## config.mk

```make
export PLATFORM = sky130hd
export DESIGN_NAME = rr_encoder_arbiter
export DESIGN_NICKNAME = d
export VERILOG_FILES = /design/src/rtl/rr_encoder_arbiter.sv
export SDC_FILE = /design/constraint.sdc
export NUM_CORES = 1
export LEC_CHECK = 0
export BUFFER_PORTS_ARGS = -buffer_cell sky130_fd_sc_hd__buf_2
export CAP_MARGIN = 20
export CORE_MARGIN = 5
export CORE_UTILIZATION = 55
export DETAILED_ROUTE_END_ITERATION = 6
export GPL_TIMING_DRIVEN = 0
export PLACE_DENSITY = 0.74
export SKIP_LAST_GASP = 1
export SYNTH_ARGS = -nofsm -noshare
export SYNTH_HDL_FRONTEND = slang
export SYNTH_SLANG_ARGS = --single-unit
export TNS_END_PERCENT = 20
```

## constraint.sdc

```tcl
create_clock -name clk_i -period 8.62 [get_ports clk_i]
set_input_delay 2.586 -clock clk_i [delete_from_list [all_inputs] [get_ports clk_i]]
set_output_delay 2.586 -clock clk_i [all_outputs]
set_load 0.05 [all_outputs]
```

## src/rtl/rr_encoder_arbiter.sv

```systemverilog
// Round-robin arbiter granting one of 8 requesters a shared 8x3 encoded-index resource.
// Optional forced release after MAX_HOLD cycles when ARB_TIMEOUT_EN is defined.
module rr_encoder_arbiter #(
  parameter int N        = 8,
  parameter int IDXW     = 3
`ifdef ARB_TIMEOUT_EN
  ,
  parameter int MAX_HOLD = 15
`endif
) (
  input  logic            clk_i,
  input  logic            rst_i,
  input  logic [N-1:0]    req_i,
  input  logic            done_i,
  output logic [N-1:0]    grant_o,
  output logic [IDXW-1:0] grant_idx_o,
  output logic            grant_valid_o,
  output logic            timeout_o
);

  typedef enum logic [1:0] {
    IDLE    = 2'd0,
    GRANT   = 2'd1,
    RELEASE = 2'd2
  } state_t;

  state_t          state_q;
  logic [N-1:0]    grant_q;
  logic [IDXW-1:0] idx_q;
  logic            valid_q;
  logic [IDXW-1:0] ptr_q;

  logic            found_d;
  logic [IDXW-1:0] sel_d;
  logic [N-1:0]    grant_d;
  logic            owner_req_d;
  logic            exit_d;
  logic            force_d;

  // Rotating search: offset 0 from ptr has the highest priority. The index adder
  // wraps naturally because N == 2**IDXW.
  function automatic logic [IDXW:0] pick(input logic [N-1:0] r, input logic [IDXW-1:0] p);
    logic [IDXW:0]   res;
    logic [IDXW-1:0] k;
    res = '0;
    for (int i = N - 1; i >= 0; i--) begin
      k = p + IDXW'(i);
      if (r[k]) res = {1'b1, k};
    end
    return res;
  endfunction

`ifdef ARB_TIMEOUT_EN
  localparam int CNTW = (MAX_HOLD > 2) ? $clog2(MAX_HOLD) : 1;
  logic [CNTW-1:0] cnt_q;
  logic            timeout_q;
  assign force_d   = (cnt_q == CNTW'(MAX_HOLD - 1));
  assign timeout_o = timeout_q;
`else
  assign force_d   = 1'b0;
  assign timeout_o = 1'b0;
`endif

  always_comb begin
    {found_d, sel_d} = pick(req_i, ptr_q);
    grant_d          = N'(1) << sel_d;
    owner_req_d      = req_i[idx_q];
    exit_d           = done_i | ~owner_req_d | force_d;
  end

  always_ff @(posedge clk_i) begin
    if (rst_i) begin
      state_q   <= IDLE;
      grant_q   <= '0;
      idx_q     <= '0;
      valid_q   <= 1'b0;
      ptr_q     <= '0;
`ifdef ARB_TIMEOUT_EN
      cnt_q     <= '0;
      timeout_q <= 1'b0;
`endif
    end else begin
      case (state_q)
        IDLE: begin
          if (found_d) begin
            state_q <= GRANT;
            grant_q <= grant_d;
            idx_q   <= sel_d;
            valid_q <= 1'b1;
`ifdef ARB_TIMEOUT_EN
            cnt_q   <= '0;
`endif
          end
        end
        GRANT: begin
          if (exit_d) begin
            // All exit causes share this single transition, so coincident causes
            // still yield one RELEASE cycle.
            state_q <= RELEASE;
            grant_q <= '0;
            idx_q   <= '0;
            valid_q <= 1'b0;
            ptr_q   <= idx_q + IDXW'(1);
`ifdef ARB_TIMEOUT_EN
            timeout_q <= force_d & ~done_i & owner_req_d;
`endif
          end else begin
`ifdef ARB_TIMEOUT_EN
            cnt_q <= cnt_q + CNTW'(1);
`endif
          end
        end
        RELEASE: begin
          state_q <= IDLE;
`ifdef ARB_TIMEOUT_EN
          timeout_q <= 1'b0;
`endif
        end
        default: state_q <= IDLE;
      endcase
    end
  end

  assign grant_o       = grant_q;
  assign grant_idx_o   = idx_q;
  assign grant_valid_o = valid_q;

endmodule

```

==> results_dict.tcl, run 1 <==
set metrics [dict create \
    slew_violations 0 \
    final_hold_viol_count 0 \
    clock_skew_ps 1.26 \
    avgViaCountPerCell 6.77 \
    rows 19 \
    post_synth.cell_area_avg_sq_um 9.55 \
    period_share_pct 54.1 \
    path_clk_slew_ps 90 \
    setup_violations 0 \
    n_fill_cell 257 \
    finalCriticalPeriod_ps 4660 \
    critPathLaunchType "primary input" \
    worstSkewPairLatency_ps 290 \
    grtUsageTotal_pct 20.9 \
    cp.required_ps 8810 \
    leakage_uw 0.000726 \
    most-common-layout-cells "24 x buf_2, 21 x nor2_1, 17 x dfxtp_1" \
    syn_to_final_growth_pct 10.8 \
    preCtsSetupSlack_ps 3660 \
    dp_hpwl_um 3190 \
    cts-htree-levels 1 \
    grt_max_degree 11 \
    worst_pin_slew_ps 574 \
    grt_overflow 0 \
    tns_ps 0 \
    fin_ws_ps 3960 \
    cts.sinks 17 \
    fp.dieW_um 64.3 \
    grt_pass1_wl_um 7000 \
    power_density_mw_per_mm2 237 \
    worstHoldPathType "flip-flop to flip-flop" \
    cts_made_buffers 3 \
    place_congestion 0.863 \
    final_common_cell "buf_2" \
    syn_area_sq_mm 0.00162 \
    yosys.area.top_type "dfxtp_1" \
    synth_edf_count 0 \
    regArea_sq_um 340 \
    netlist.area_leader.share_pct 21.0 \
    ys.flop_type "dfxtp_1" \
    cts_max_path_buffers 2 \
    yosys_register_bits 17 \
    critPathArrivalTime_ps 4850 \
    synth_cells 170 \
    route.detailed.drc 0 \
    critPathKind "primary input to flip-flop" \
    ys_warn_count 0 \
    max-slew-margin-rel_pct 61.7 \
    wirelength_um 4160 \
    post_cts_resized 0 \
    die-area_sq_mm 0.00414 \
    die_h_um 64.3 \
    placement.io_buffers 22 \
    grt_setup_unrepaired "false" \
    crit_path_max_fanout 10 \
    cts_tree "yes" \
    synth_nets 184 \
    layout-drive-gt1-share_pct 35.7 \
    max_freq_mhz 215 \
    core_sq_mm 0.00281 \
    start_util_pct 57.9 \
    synthArstFlopShare_pct 0 \
    cts_root_buffer "clkbuf_4" \
    vias 1537 \
    synthTopCellsByArea "dfxtp_1 21%, mux4_2 17%, mux2_2 6.9%" \
    antenna_cells 0 \
    yosysUniqueCellTypes 49 \
    drt_first_iter_violations 101 \
    antenna_left 0 \
    multi_input_comb_area_sq_mm 0.00119 \
    wl_per_cell_um 18.3 \
    maxCapViolCount 0 \
    status "completed" \
    yosysSeqAreaShare_pct 21.0 \
    end_kind "flip-flop" \
    grt_pass1_vias 1486 \
    dr.pass1.iters 4 \
    io-pin-count 24 \
    power_uw 426 \
    vdd_ir_drop_max_uv 164 \
    hold_buffers 0 \
    fin_nets 211 \
    cts_setup_buffers 0 \
    antenna_found_initial 0 \
]
[metrics by stage]
stage | utilization [%] | instance area (sq um) | hold slack, ps | std cells
6_report | 64.1 | 1800 | 469 | 227
5_1_grt | 64.1 | 1800 | 492 | 227
4_1_cts | 64.1 | 1800 | 473 | 227
3_5_place_dp | 63.2 | 1770 | 451 | 223
3_3_place_gp | 63.2 | 1770 | 446 | 223
2_1_floorplan | - | 1620 | 520 | 170
[cells by family after synthesis]
logic type      after synthesis  share of synthesized area, %
compound gates               51                          25.4
simple gates                 44                          13.6
mux                          31                          29.4
buf+inv                      20                          5.93
flops                        17                          21.0
fa+ha+maj                     3                          2.31
xor+xnor                      3                          2.08
other cells                   1                         0.231
[Yosys cell counts (all sizes together), types with 2 or more instances]
master and count:
a221o 2, inv 10, or2 3, mux4 12
mux2 11, a32o 8, buf 5, nor4 2
dfxtp 17, o211a 2, xor2 3, nand2b 3
o21ai 6, nand2 6, nor3 5, clkbuf 4
ha 3, a211oi 2, a21oi 15, nor2 22
a221oi 5, mux2i 8, a211o 2
[state kept, by name, indices dropped and copies added, names as in the netlist]
signal / count
ptr_q: 3
grant_idx_o: 3
grant_o: 8
state_q: 2
grant_valid_o: 1
[worst max-delay path, cell delays in order]
cell and delay (ps):
buf_2 140, mux4_2 610, mux2i_1 300, nor2_1 140
a2111oi_1 580, nor2_1 200, a32o_1 300
[final cells by class]
class	instances	area share (%)
flip-flops and latches	17	18.9
repair buffers	22	6.12
clock buffers	4	1.46
plain buffers	9	3.06
well taps	31	2.16
multi-input cells	133	66.0
inverters	11	2.29
[routing by layer]
layer,wire length (um),vias up,share of wire [%],track usage (%)
li1,-,715,-,-
met3,184,9,4.4,4.03
met1,1800,761,43,25.9
met5,0,-,0,0
met4,59,0,1.4,5.54
met2,2120,52,51,37.1
[worst paths after layout]
path / startpoint / end / slack (ps) / cells past startpoint
setup / recovery: req_i[2] / grant_o[4] / 3960 / 7
hold / removal: grant_o[7] / grant_o[7] / 470 / 1
setup reg to reg: ptr_q[1] / grant_o[4] / 5120 / 10
hold reg to reg: grant_o[7] / grant_o[7] / 470 / 1
[power by group]
group | total (uW) | leakage (uW) | switching (uW) | internal, uW
Combinational | 281 | 0.000572 | 170 | 111
Clock | 41.7 | 0.0000150 | 23.7 | 18.0
Sequential | 104 | 0.000139 | 12.1 | 91.6
Total | 426 | 0.000726 | 206 | 221
No activity file was read; power rests on OpenSTA's default activity.
==> inputs of run 2 (changes only) <==
--- a/config.mk
+++ b/config.mk
@@ -5,13 +5,14 @@
 export SDC_FILE = /design/constraint.sdc
 export NUM_CORES = 1
 export LEC_CHECK = 0
+export ABC_AREA = 1
 export BUFFER_PORTS_ARGS = -buffer_cell sky130_fd_sc_hd__buf_2
 export CAP_MARGIN = 20
 export CORE_MARGIN = 5
-export CORE_UTILIZATION = 55
+export CORE_UTILIZATION = 51
 export DETAILED_ROUTE_END_ITERATION = 6
 export GPL_TIMING_DRIVEN = 0
-export PLACE_DENSITY = 0.74
+export PLACE_DENSITY = 0.73
 export SKIP_LAST_GASP = 1
 export SYNTH_ARGS = -nofsm -noshare
 export SYNTH_HDL_FRONTEND = slang
==> constraint.sdc (replaced) <==
create_clock -name clk_i -period 4.1 [get_ports clk_i]
set_input_delay 1.23 -clock clk_i [delete_from_list [all_inputs] [get_ports clk_i]]
set_output_delay 1.23 -clock clk_i [all_outputs]
set_load 0.05 [all_outputs]
==> run 2 against run 1 <==
Sequential share of layout area rose by 1.6 points. Clock power rose by 110%. Utilization is 4.5 points lower. Largest cell class unchanged. Largest power group unchanged.
==> results_dict.tcl, run 2 <==
set metrics [dict create \
    status "completed" \
    rrSetupSlack_ps 1530 \
    core_sq_mm 0.00278 \
    antenna_cells 0 \
    setup_violations 0 \
    dp_hpwl_um 2870 \
    cts_tree "yes" \
    syn_area_sq_mm 0.00148 \
    synthTopCellsByArea "dfxtp_1 23%, nand2_1 19%, nand3_1 11%" \
    wirelength_um 3440 \
    grt_setup_unrepaired "false" \
    r2r_end "grant_o[7]" \
    dpl-instance-area_sq_mm 0.00163 \
    cts_made_buffers 3 \
    rows 19 \
    cp_slowest_stage_delay_ps 400 \
    io-pin-count 24 \
    maxCapViolCount 0 \
    leakage_uw 0.000860 \
    design_area_sq_mm 0.00166 \
    cts_root_buffer "clkbuf_4" \
    cts_max_path_buffers 2 \
    met1_usage_pct 23.0 \
    most-common-layout-cells "76 x nand2_1, 32 x nand3_1, 25 x inv_1" \
    place_congestion 0.921 \
    yosysUniqueCellTypes 25 \
    path_clk_slew_ps 90 \
    die-area_sq_mm 0.00409 \
    hold_buffers 0 \
    worstHoldStart "grant_valid_o" \
    whs_endpoint "grant_valid_o" \
    layout-drive-gt1-share_pct 24.2 \
    start_util_pct 53.3 \
    netlist.area_leader.share_pct 23.0 \
    fp.dieW_um 63.9 \
    tns_ps 0 \
    cts-htree-levels 1 \
    post_cts_resized 0 \
    critPathKind "flip-flop to flip-flop" \
    ys_warn_count 0 \
    critPathLaunchType "flip-flop" \
    grtUsageTotal_pct 17.3 \
    placement.io_buffers 22 \
    fin_nets 292 \
    vias 1580 \
    crit_top_cell "nor2_1" \
    grt_pass1_wl_um 5960 \
    antenna_found_initial 0 \
    grtUsageMet2_pct 29.0 \
    clock_skew_ps 3.43 \
    slew_violations 0 \
    worstHoldPathType "flip-flop to flip-flop" \
    critPathArrivalTime_ps 2740 \
    path_cells "buf_6, clkinv_4, ha_1, inv_1, nand3_1, nand3_2, nand2_2, nor2_1, nand2_1, or2_4, nand2_2, inv_2, nand3_2, nor2_1, nor2_1, nor2_1" \
    yosysSeqAreaShare_pct 23.0 \
    cp.required_ps 4270 \
    end_kind "flip-flop" \
    synth_common_cells "76 x nand2_1, 32 x nand3_1, 25 x inv_1" \
    final_common_cell "nand2_1" \
    busiest_layer "met2" \
    wl_per_cell_um 11.2 \
    ys.flop_type "dfxtp_1" \
    dr.pass1.iters 4 \
    vdd_ir_drop_max_uv 631 \
    r2r_cells 16 \
    grt_use_met3_pct 1.58 \
    synthArstFlopShare_pct 0 \
    route.detailed.drc 0 \
    worstSkewPairLatency_ps 290 \
    synth_nets 265 \
    crit_slowest_cell "ha_1" \
    syn_to_final_growth_pct 11.8 \
    grt_pass1_vias 1420 \
    die_h_um 63.9 \
    yosysMostFrequentCell "nand2_1" \
    yosys.area.top_type "dfxtp_1" \
    antenna_left 0 \
    hold_path_depth 2 \
    post_synth.cell_area_avg_sq_um 5.91 \
    cts.sinks 17 \
    synth_cells 251 \
    period_share_pct 62.7 \
    grt_overflow 0 \
    yosys_register_bits 17 \
    drt_first_iter_violations 76 \
    synth_edf_count 0 \
    largest_reg_flops 8 \
    avgViaCountPerCell 5.13 \
    critPathLaunch "ptr_q[1]" \
    cts_setup_buffers 0 \
    final_hold_viol_count 0 \
    utilization_pct 59.6 \
    finalCriticalPeriod_ps 2570 \
    grt_max_degree 11 \
    max_freq_mhz 389 \
    reg2reg_from "ptr_q[1]" \
    crit_path_max_fanout 10 \
    power_density_mw_per_mm2 882 \
    n_fill_cell 283 \
]
[run 2: cell count changes after synthesis, sizes merged, moves of 3 or more]
cell / change
nand2: +85
nand3: +40
inv: +24
mux4: -12
mux2: -11
a32o: -8
mux2i: -8
a221oi: -5
a21oi: +4
nor2: +4
nor3: -4
nand2b: -3
[run 2: worst max-delay path by stage]
stage	to	slack (ps)	depth (start not counted)
5_1_grt	grant_o[7]	1310	19
4_1_cts	grant_o[7]	1550	16
3_5_place_dp	grant_o[7]	1260	14
6_report	grant_o[7]	1530	16
2_1_floorplan	grant_o[6]	1590	13
3_3_place_gp	grant_o[7]	1280	14
[run 2: logic make-up after synthesis]
kind of cell / synth area share, %
AO/OA/AOI/OAI: 10.8
flip-flops: 23.0
AND/OR/NAND/NOR: 50.8
buffers and inverters: 12.1
other: 0.253
adder cells (fa/ha/maj): 2.53
XOR/XNOR: 0.591
[run 2: area by class of cell]
type / instances / area, sq um / share of cell area (%)
clock buffers: 4 / 26.3 / 1.58
inverters: 36 / 141 / 8.53
repair buffers: 22 / 110 / 6.64
plain buffers: 5 / 37.5 / 2.26
multi-input cells: 193 / 963 / 58.1
well taps: 31 / 38.8 / 2.34
flip-flops and latches: 17 / 340 / 20.5
[run 2: stage by stage]
stage	instances	hold WS [ps]	total power (uW)	setup WS [ps]
floorplan	251	561	1170	1590
global placement	304	451	1370	1280
detailed placement	304	456	1380	1260
CTS	308	470	1470	1550
global route	308	499	1630	1310
finish	308	465	1460	1530
[run 2: critical path, delay by kind of cell (launching register included)]
family	cells	cell delay [ps]
adders and majority gates	1	400
DFF	1	350
buffers and inverters	4	520
and+or+nand+nor	11	1170
[run 2: routing by layer]
layer  part of all wire, %  vias to the layer above
met5                     0                        -
met4                   1.5                        0
met3                   3.4                        5
met2                    46                       29
met1                    49                      694
li1                      -                      852
[run 2: report_power, final]
part | internal, uW | total (uW) | switching, uW
registers | 217 | 260 | 42.3
clock network | 37.8 | 87.6 | 49.8
logic | 344 | 1120 | 771
total | 599 | 1460 | 863
